## src/rtl/leaf_bit_decider.sv

```systemverilog
// Leaf hard-decision stage for a successive-cancellation polar decoder.
// u_hat is registered one cycle after each accepted leaf LLR, and msg_out collects the information bits.
// There is no stall output: one LLR is consumed per llr_valid cycle in RUN, and llr_valid is ignored outside RUN.
module leaf_bit_decider #(
   parameter int LLR_W = 19,
   parameter int N_MAX = 512,
   parameter int K_MAX = 140,
   parameter int IDX_W = 9
) (
   input  logic                           clk,
   input  logic                           rst,
   input  logic                           start,
   input  logic [$clog2(N_MAX+1)-1:0]     n_len,
   input  logic [$clog2(K_MAX+1)-1:0]     k_len,
   input  logic [LLR_W-1:0]               llr_in,
   input  logic                           llr_valid,
   input  logic                           frozen,
   output logic                           u_hat,
   output logic                           u_valid,
   output logic [IDX_W-1:0]               bit_idx,
   output logic [K_MAX-1:0]               msg_out,
   output logic [$clog2(K_MAX+1)-1:0]     info_cnt,
   output logic                           busy,
   output logic                           done,
   output logic                           err
);

   localparam int NL_W = $clog2(N_MAX + 1);
   localparam int KC_W = $clog2(K_MAX + 1);

   typedef enum logic [1:0] {
      S_IDLE   = 2'd0,
      S_RUN    = 2'd1,
      S_FINISH = 2'd2
   } state_t;

   state_t            state_q, state_d;
   logic [NL_W-1:0]   n_q, n_d;
   logic [KC_W-1:0]   k_q, k_d;
   logic              u_hat_q, u_hat_d;
   logic              u_valid_q, u_valid_d;
   logic [IDX_W-1:0]  bit_idx_q, bit_idx_d;
   logic [K_MAX-1:0]  msg_q, msg_d;
   logic [KC_W-1:0]   info_cnt_q, info_cnt_d;
   logic              err_q, err_d;
   logic              u_dec;
   logic              last_idx;

   // Hard decision on the leaf LLR: frozen indices are forced to 0 and a negative LLR decodes to 1.
   always_comb begin
      u_dec    = frozen ? 1'b0 : llr_in[LLR_W-1];
      last_idx = (NL_W'(bit_idx_q) == (n_q - NL_W'(1)));
   end

   // Next-state logic: codeword sequencing, info-bit packing, and overflow/underflow tracking.
   always_comb begin
      state_d    = state_q;
      n_d        = n_q;
      k_d        = k_q;
      u_hat_d    = u_hat_q;
      u_valid_d  = 1'b0;
      bit_idx_d  = bit_idx_q;
      msg_d      = msg_q;
      info_cnt_d = info_cnt_q;
      err_d      = err_q;

      case (state_q)
         S_IDLE: begin
            if (start) begin
               n_d        = n_len;
               k_d        = k_len;
               bit_idx_d  = '0;
               info_cnt_d = '0;
               msg_d      = '0;
               err_d      = 1'b0;
               state_d    = S_RUN;
            end
         end

         S_RUN: begin
            if (llr_valid) begin
               u_hat_d   = u_dec;
               u_valid_d = 1'b1;
               if (!frozen) begin
                  if (info_cnt_q < k_q) begin
                     // Write the decision into message slot info_cnt.
                     for (int j = 0; j < K_MAX; j++) begin
                        if (32'(info_cnt_q) == j) begin
                           msg_d[j] = u_dec;
                        end
                     end
                     info_cnt_d = info_cnt_q + KC_W'(1);
                  end else begin
                     // More unfrozen indices than K: drop the bit and flag it.
                     err_d = 1'b1;
                  end
               end
               if (last_idx) begin
                  bit_idx_d = '0;
                  state_d   = S_FINISH;
               end else begin
                  bit_idx_d = bit_idx_q + IDX_W'(1);
               end
            end
         end

         S_FINISH: begin
            // Fewer unfrozen indices than K means the message is incomplete.
            if (info_cnt_q != k_q) begin
               err_d = 1'b1;
            end
            state_d = S_IDLE;
         end

         default: begin
            state_d = S_IDLE;
         end
      endcase
   end

   // State register. A synchronous reset overrides everything, including a codeword in flight.
   always_ff @(posedge clk) begin
      if (rst) begin
         state_q    <= S_IDLE;
         n_q        <= '0;
         k_q        <= '0;
         u_hat_q    <= 1'b0;
         u_valid_q  <= 1'b0;
         bit_idx_q  <= '0;
         msg_q      <= '0;
         info_cnt_q <= '0;
         err_q      <= 1'b0;
      end else begin
         state_q    <= state_d;
         n_q        <= n_d;
         k_q        <= k_d;
         u_hat_q    <= u_hat_d;
         u_valid_q  <= u_valid_d;
         bit_idx_q  <= bit_idx_d;
         msg_q      <= msg_d;
         info_cnt_q <= info_cnt_d;
         err_q      <= err_d;
      end
   end

   // Output mapping. busy and done are decoded directly from the state register.
   always_comb begin
      u_hat    = u_hat_q;
      u_valid  = u_valid_q;
      bit_idx  = bit_idx_q;
      msg_out  = msg_q;
      info_cnt = info_cnt_q;
      err      = err_q;
      busy     = (state_q == S_RUN);
      done     = (state_q == S_FINISH);
   end

endmodule

```

## config.mk

```make
export PLATFORM = sky130hd
export DESIGN_NAME = leaf_bit_decider
export DESIGN_NICKNAME = d
export VERILOG_FILES = /design/src/rtl/leaf_bit_decider.sv
export SDC_FILE = /design/constraint.sdc
export NUM_CORES = 1
export LEC_CHECK = 0
export ABC_CLOCK_PERIOD_IN_PS = 2850
export CAP_MARGIN = 20
export CORE_MARGIN = 2
export CORE_UTILIZATION = 45
export DETAILED_ROUTE_END_ITERATION = 8
export MAX_ROUTING_LAYER = met4
export PLACE_DENSITY_LB_ADDON = 0.3
export SYNTH_ARGS = -nofsm -noshare
export SYNTH_HDL_FRONTEND = slang
export SYNTH_SLANG_ARGS = --single-unit
```

## constraint.sdc

```tcl
create_clock -name clk -period 2.85 [get_ports clk]
set_input_delay 0.7125 -clock clk [delete_from_list [all_inputs] [get_ports clk]]
set_output_delay 0.7125 -clock clk [all_outputs]
set_load 0.01 [all_outputs]
```

## Word-level counts from Yosys, hierarchy flattened

Index checks and enable logic that the tools add are counted.
Widths: inputs -> output; s select.

- Output and inout bits: 162
- Register bits: 180

- Add/sub/neg operators: 3
- Eq/ne operators: 290
- Muxes and demuxes: 166
- Bitwise gates (word level): 1
- Order comparisons: 1
- Reduce and logical (&&, ||, !) cells: 151

Operator list:

| kind | number |
|---|---|
| $reduce_and 6->1 | 141 |
| $mux 140 | 4 |
| $eq 8x7->1 const B | 64 |
| $ne 2x1->1 const B | 143 |
| $pmux 140 s2 | 1 |
| $eq 8x6->1 const B | 32 |
| $mux 1 | 147 |
| $eq 8x5->1 const B | 16 |
| $eq 8x8->1 const B | 12 |
| $eq 8x4->1 const B | 8 |
| $eq 8x3->1 const B | 4 |
| $mux 8 | 4 |
| $mux 9 | 3 |
| $pmux 9 s2 | 1 |
| $eq 8x2->1 const B | 2 |
| $pmux 8 s2 | 1 |
| $eq 9x10->1 | 1 |
| $sub 10x1->10 const B | 1 |
| $add 9x1->9 const B | 1 |
| $add 8x1->8 const B | 1 |
| $eq 8x1->1 const B | 1 |
| $logic_not 8->1 | 1 |
| $lt 8x8->1 | 1 |
| $ne 2x2->1 const B | 4 |
| 14 further kinds | 18 |

## Depth between registers and ports, before layout

Gate-level depths: netlist (run 1).

- Depth in word-level cells: 6
- Mapped depth: 12

## Worst setup path after synthesis (run 1)

Ideal clock, no wire load.

- Kind: register to register
- Start: register n_q[0]
- End: register state_q[0]
- Path slack: 0.054 ns
- Arrival: 2.725 ns
- Stages on the path, launching flop included: 11
- Cell sequence: dfxtp_1 > inv_1 > ha_1 > nor4b_1 > mux2_2 > a211oi_1 > o21ai_0 > or4_1 > buf_2 > a21oi_2 > mux2i_1

- Word-level cells in the longest chain between the ends: 4

Ends and longest elaborated chain:

| element | line | source |
|---|---|---|
| start: declaration | 38 | `logic [NL_W-1:0] n_q, n_d;` |
| start signal: assignment | 135 | `n_q <= n_d;` |
| $sub 10x1->10 | 52 | `last_idx = (NL_W'(bit_idx_q) == (n_q - NL_W'(1)));` |
| $eq 9x10->1 | 52 |  |
| $ne 2x1->1 (no line) | n/a |  |
| $reduce_and 3->1 (no line) | n/a |  |
| end signal: assignment | 134 | `state_q <= state_d;` |
| end: declaration | 37 | `state_t state_q, state_d;` |

Every way passes these cells.
A chain may end at the register's enable or synchronous reset.

## Worst setup path in the final report (run 1)

- Start: register k_q[1]
- End: register msg_q[109], in the netlist msg_out[109]

- Word-level cells in the longest chain between the ends: 3

Ends and longest elaborated chain:

| element | line | source |
|---|---|---|
| start: declaration | 39 | `logic [KC_W-1:0] k_q, k_d;` |
| start signal: assignment | 136 | `k_q <= k_d;` |
| $lt 8x8->1 | 85 | `if (info_cnt_q < k_q) begin` |
| $ne 2x1->1 (no line) | n/a |  |
| $reduce_and 6->1 (no line) | n/a |  |
| end signal: assignment | 140 | `msg_q <= msg_d;` |
| end: declaration | 43 | `logic [K_MAX-1:0] msg_q, msg_d;` |

Every way passes these cells.

==> results of run 1 <==
[cell type report]
type | instances | area, um2 | share of cell area (%)
Sequential cell | 180 | 3600 | 30.9
Inverter | 16 | 60.1 | 0.516
Multi-Input combinational cell | 722 | 4660 | 40.0
Clock buffer | 17 | 425 | 3.65
Clock inverter | 15 | 183 | 1.57
Timing Repair Buffer | 241 | 2420 | 20.8
Tap cell | 234 | 293 | 2.51
[cell usage after synthesis (2+ instances only)]
cell type,n
nor4_1,84
o31ai_1,47
dfxtp_1,180
and2_1,12
nand2_1,191
mux2i_1,98
xor2_1,7
o21bai_1,4
and3_1,6
nand4_1,14
xnor2_1,7
nor2_1,16
nand3_1,28
o21ai_0,24
a21oi_2,2
clkbuf_1,96
nor3_1,12
a31oi_1,4
nand2b_1,3
nor2b_1,7
or4_1,11
o21ai_1,2
a32oi_1,3
a32o_1,2
a211oi_1,2
or3_1,19
o21a_1,2
buf_1,3
o211ai_1,48
nor4b_1,4
a21oi_1,29
ha_1,19
inv_1,16
a21o_1,4
[sequential cells by signal, indices dropped and copies added, names as in the netlist]
name and flops:
u_valid 1, err 1, bit_idx 9, k_q 8, u_hat 1, info_cnt 8, n_q 10, msg_out 140
state_q 2
[power breakdown]
part	internal (mW)	switching (mW)
Combinational	0.901	1.65
Sequential	2.59	0.0619
Clock	1.20	1.20
[stage by stage]
step,instance area (um2),util [%],setup slack [ps]
after floorplan,8660,-,53.7
after global placement,11000,58.8,16.6
after detailed placement,11000,58.8,-48.4
after CTS,11600,62.0,9.39
after global routing,11600,62.1,37.6
final,11600,62.1,90.5
[tightest hold or removal path: cells and delay by family, from the launching register on]
kind / cells / cell delay (ps)
AND/OR/NAND/NOR: 1 / 50
flip-flops: 1 / 310
multiplexers: 1 / 50
[metal layers]
metal | track usage (%) | part of all wire, %
met1 | 36.0 | 45
met2 | 41.8 | 46
met3 | 5.00 | 6.8
met4 | 9.17 | 2.1
met5 | - | 0
[kinds of logic after synthesis]
| group | after synthesis | synth area share (%) |
|---|---|---|
| adders and majority gates | 19 | 2.74 |
| xor gates and xnor gates | 14 | 1.42 |
| AOI/OAI and AO/OA | 178 | 14.0 |
| and+or+nand+nor | 412 | 23.6 |
| buffers and inverters | 117 | 5.17 |
| muxes | 99 | 11.5 |
| DFF | 180 | 41.6 |
[path summary, 6_finish.rpt]
kind,cells after the start,from,end
worst max register to register,10,k_q[1],msg_out[109]
worst min-delay path,2,msg_out[81],msg_out[81]
worst max-delay path,10,k_q[1],msg_out[109]
worst min register to register,2,msg_out[81],msg_out[81]
==> results.py, run 1 <==
metrics = {
    "layout": {
        "fillCellCount": 1609,
        "nets": 1239,
        "final_cells": 1425,
        "area_delta_synth_final_pct": 34.5,
        "layout_common_cells": "189 x nand2_1, 185 x clkdlybuf4s50_1, 180 x dfxtp_1, 98 x mux2i_1, 84 x nor4_1",
        "drive_above_1_share_pct": 8.48,
        "final_common_cell": "nand2_1",
        "num_antenna_cells": 0,
    },
    "place": {
        "placedCellCount": 1393,
        "port_buffers": 185,
        "gp_congestion": 0.835,
        "dp_hpwl_mm": 17.7,
    },
    "floorplanning": {
        "fp.dieW_um": 143,
        "die_y_um": 143,
        "core_area_um2": 18800,
        "die-area_um2": 20400,
        "start_util_pct": 46.1,
        "io_pins": 204,
        "row_count": 50,
    },
    "cts": {
        "cts_tree": "built",
        "clockRootBuffer": "clkbuf_16",
        "cts_resized": 0,
        "htreeDepth": 4,
        "numCtsBuffers": 17,
        "clockBufferDepth": 2,
        "clk_pin_slew_ps": 80,
        "clkLatencyLatePin_ps": 450,
        "hold_buffers": 0,
        "post-cts-setup-buffers": 0,
        "clock-sinks": 180,
    },
    "synthesis": {
        "postSynthCellCount": 1019,
        "synth_cell_type_count": 47,
        "netlist_area_um2": 8660,
        "syn_nets": 1080,
        "ys.flop_type": "dfxtp_1",
        "yosysTopAreaCell": "dfxtp_1",
        "ys_top_cells_by_area": "dfxtp_1 42%, mux2i_1 11%, nand2_1 8.3%",
        "synth_top_area_share_pct": 41.6,
        "ys_seq_area_share_pct": 41.6,
        "synthArstFlopShare_pct": 0,
        "ys_warn_count": 0,
        "ys_ff_latch": 180,
        "synth_edf_count": 0,
        "avgSynthCellArea_um2": 8.50,
    },
    "sta": {
        "finalSetupTns_ps": 0,
        "maxSlewViolCount": 0,
        "rsz0062_at_grt": "no",
        "min_period_ps": 2760,
        "worstMarginPinSlew_ps": 671,
        "fmax_mhz": 362,
        "hold_ws_ps": 458,
        "layout_worst_path_cycle_share_pct": 96.8,
        "finalHoldViolations": 0,
        "setup_violations": 0,
        "max_slew_margin_pct": 55.2,
        "skew_ps": 14.9,
    },
    "worst_setup_path": {
        "slowest_stage": "or4_1",
        "cp_common_cell": "o21a_1",
        "cp_data_required_time_ps": 3160,
        "rrSetupSlack_ps": 90,
        "worst-path-buf-inv": 2,
        "startpoint_type": "flip-flop",
        "path_max_fanout": 83,
        "critical_path_class": "flip-flop to flip-flop",
        "cp_top_family": "compound AO/OA/AOI/OAI gates",
        "end_kind": "flip-flop",
        "crit_path_cell_trace": "inv_1, ha_1, nor2b_1, o21a_1, o21a_1, o21bai_1, a21oi_4, buf_12, or4_1, mux2i_1",
        "crit_arrival_ps": 3070,
        "max_stage_delay_ps": 590,
    },
    "global_routing": {
        "antenna_found_initial": 0,
        "grtUsageTotal_pct": 27.1,
        "grt_overflow": 0,
        "grt_pass1_vias": 7770,
        "grt_max_degree": 84,
        "grt_pass1_wl_mm": 42.1,
    },
    "outcome": {
        "outcome": "finished clean",
    },
    "power": {
        "total_leakage_power_nw": 3.91,
        "power_mw": 7.60,
        "peakVddDrop_mv": 0.515,
        "pwr_density_cell_nw_per_um2": 653,
    },
    "routing": {
        "wl_mm": 27.2,
        "antenna_left": 0,
        "wl_per_cell_um": 19.1,
        "avgViaCountPerCell": 5.85,
        "drt_iter0_drc": 684,
        "drc_errors": 0,
        "num_vias": 8341,
        "dr.pass1.iters": 8,
    },
    "min_path": {
        "hp-class": "flip-flop to flip-flop",
    },
    "flow_run": {
        "maxCapViolCount": 0,
    },
}
(Power assumes the default switching activity.)
==> run 2: changes to the inputs <==
--- a/config.mk
+++ b/config.mk
@@ -5,7 +5,7 @@
 export SDC_FILE = /design/constraint.sdc
 export NUM_CORES = 1
 export LEC_CHECK = 0
-export ABC_CLOCK_PERIOD_IN_PS = 2850
+export ABC_CLOCK_PERIOD_IN_PS = 3500
 export CAP_MARGIN = 20
 export CORE_MARGIN = 2
 export CORE_UTILIZATION = 45
==> constraint.sdc (replaced) <==
create_clock -name clk -period 3.5 [get_ports clk]
set_input_delay 0.875 -clock clk [delete_from_list [all_inputs] [get_ports clk]]
set_output_delay 0.875 -clock clk [all_outputs]
set_load 0.01 [all_outputs]
==> run 2 against run 1 <==
Effect of this change: hold slack got worse by 2.3 ps; combinational power is 27% lower; global-route usage decreased by 0.27 points; first-iteration DRC count rose by 2.9%; final cell count fell by 1.7%; via count decreased by 1.1%; sequential cell count stayed put; clock skew is 0.96 ps higher; cell area down 2.1%; clock power is 19% lower; sequential power fell by 18%; highest routed layer unchanged.
==> results.py, run 2 (synthesized netlist as in run 1, its figures left out) <==
metrics = {
    "outcome": {
        "outcome": "finished clean",
    },
    "flow_run": {
        "maxCapViolCount": 0,
    },
    "layout": {
        "num_antenna_cells": 0,
        "fin_util_pct": 60.7,
        "final_area_um2": 11400,
        "final_common_cell": "nand2_1",
        "layout_common_cells": "189 x nand2_1, 185 x clkdlybuf4s50_1, 180 x dfxtp_1, 98 x mux2i_1, 84 x nor4_1",
        "area_delta_synth_final_pct": 31.6,
        "largest_register_ffs": 140,
        "nets": 1215,
        "drive_above_1_share_pct": 6.51,
    },
    "global_routing": {
        "grt_overflow": 0,
        "grt_max_degree": 63,
        "antenna_found_initial": 0,
        "grt_pass1_wl_mm": 41.5,
        "grtUsageTotal_pct": 26.8,
        "grt_pass1_vias": 7542,
    },
    "sta": {
        "finalHoldViolations": 0,
        "max_slew_margin_pct": 37.3,
        "skew_ps": 15.8,
        "setup_violations": 0,
        "maxSlewViolCount": 0,
        "finalSetupTns_ps": 0,
        "min_period_ps": 3220,
        "rsz0062_at_grt": "no",
        "layout_worst_path_cycle_share_pct": 92.0,
        "fmax_mhz": 310,
        "worstMarginPinSlew_ps": 938,
    },
    "floorplanning": {
        "die_y_um": 143,
        "io_pins": 204,
        "row_count": 50,
        "start_util_pct": 46.1,
        "core_area_um2": 18800,
        "fp.dieW_um": 143,
        "die-area_um2": 20400,
    },
    "worst_setup_path": {
        "rrSetupSlack_ps": 280,
        "startpoint_type": "flip-flop",
        "max_stage_delay_ps": 770,
        "cp_data_required_time_ps": 3870,
        "end_kind": "flip-flop",
        "critical_path_class": "flip-flop to flip-flop",
        "slowest_stage": "a21oi_4",
        "crit_path_cell_trace": "ha_1, nor2b_1, o21a_1, o21a_1, o21bai_1, a21oi_4, buf_4, buf_4, o21ai_0, a21oi_1",
        "crit_arrival_ps": 3590,
        "path_max_fanout": 36,
    },
    "cts": {
        "post-cts-setup-buffers": 0,
        "clkLatencyLatePin_ps": 450,
        "hold_buffers": 0,
        "htreeDepth": 4,
        "cts_resized": 0,
        "clockBufferDepth": 2,
        "cts_tree": "built",
        "clock-sinks": 180,
        "clockRootBuffer": "clkbuf_16",
        "numCtsBuffers": 17,
        "clk_pin_slew_ps": 80,
    },
    "power": {
        "pwr_density_cell_nw_per_um2": 524,
        "total_leakage_power_nw": 3.78,
        "peakVddDrop_mv": 0.338,
    },
    "routing": {
        "wl_met2_mm": 12.5,
        "wl_met3_mm": 1.88,
        "drt_iter0_drc": 704,
        "wl_per_cell_um": 19.2,
        "drc_errors": 0,
        "dr.max_layer_used": "met4",
        "wl_mm": 26.9,
        "antenna_left": 0,
        "dr.pass1.iters": 5,
        "avgViaCountPerCell": 5.89,
        "wl_met1_mm": 11.9,
        "num_vias": 8246,
    },
    "place": {
        "gp_congestion": 0.817,
        "dp_hpwl_mm": 17.5,
        "port_buffers": 185,
        "dpl-instance-area_um2": 10800,
    },
    "min_path": {
        "hp-class": "flip-flop to flip-flop",
    },
}
[run 2: worst paths after layout]
path / start / to / cells after the start
worst min-delay path: k_q[4] / k_q[4] / 2
worst min register to register: k_q[4] / k_q[4] / 2
worst max register to register: info_cnt[1] / info_cnt[2] / 10
worst max-delay path: info_cnt[1] / info_cnt[2] / 10
[run 2: report_power, final]
group          switching (mW)  internal, mW  total (mW)
clock network           0.960         0.985        1.94
registers              0.0600          2.11        2.17
logic                    1.29         0.574        1.86
[run 2: layout make-up]
| type | count | area (um2) |
|---|---|---|
| clock buffer | 18 | 439 |
| clock inverter | 14 | 155 |
| fill | 1627 | 7370 |
| inverter | 16 | 60.1 |
| multi-input combinational | 722 | 4660 |
| sequential | 180 | 3600 |
| tap | 234 | 293 |
| timing repair buffer | 217 | 2190 |
[run 2: metal layers]
| layer | up-vias | GRT usage (%) |
|---|---|---|
| met3 | 50 | 5.70 |
| li1 | 3974 | - |
| met4 | 0 | 10.1 |
| met1 | 3907 | 35.4 |
| met5 | - | - |
| met2 | 315 | 40.6 |
[run 2: critical path: cells and delay by family (launching register included)]
family / cells / cell delay (ps)
simple gates: 1 / 130
flops: 1 / 440
compound gates: 6 / 1430
buf+inv: 2 / 760
fa+ha+maj: 1 / 360
[run 2: per-stage QoR]
stage                     cells  power [mW]  setup slack [ps]  hold slack [ps]
after floorplan            1019        3.40               704              436
after global placement     1369        4.02               285              441
after detailed placement   1369        4.04               279              446
after CTS                  1401        5.96               304              459
after global routing       1401        6.25              22.4              476
final                      1401        5.97               279              456
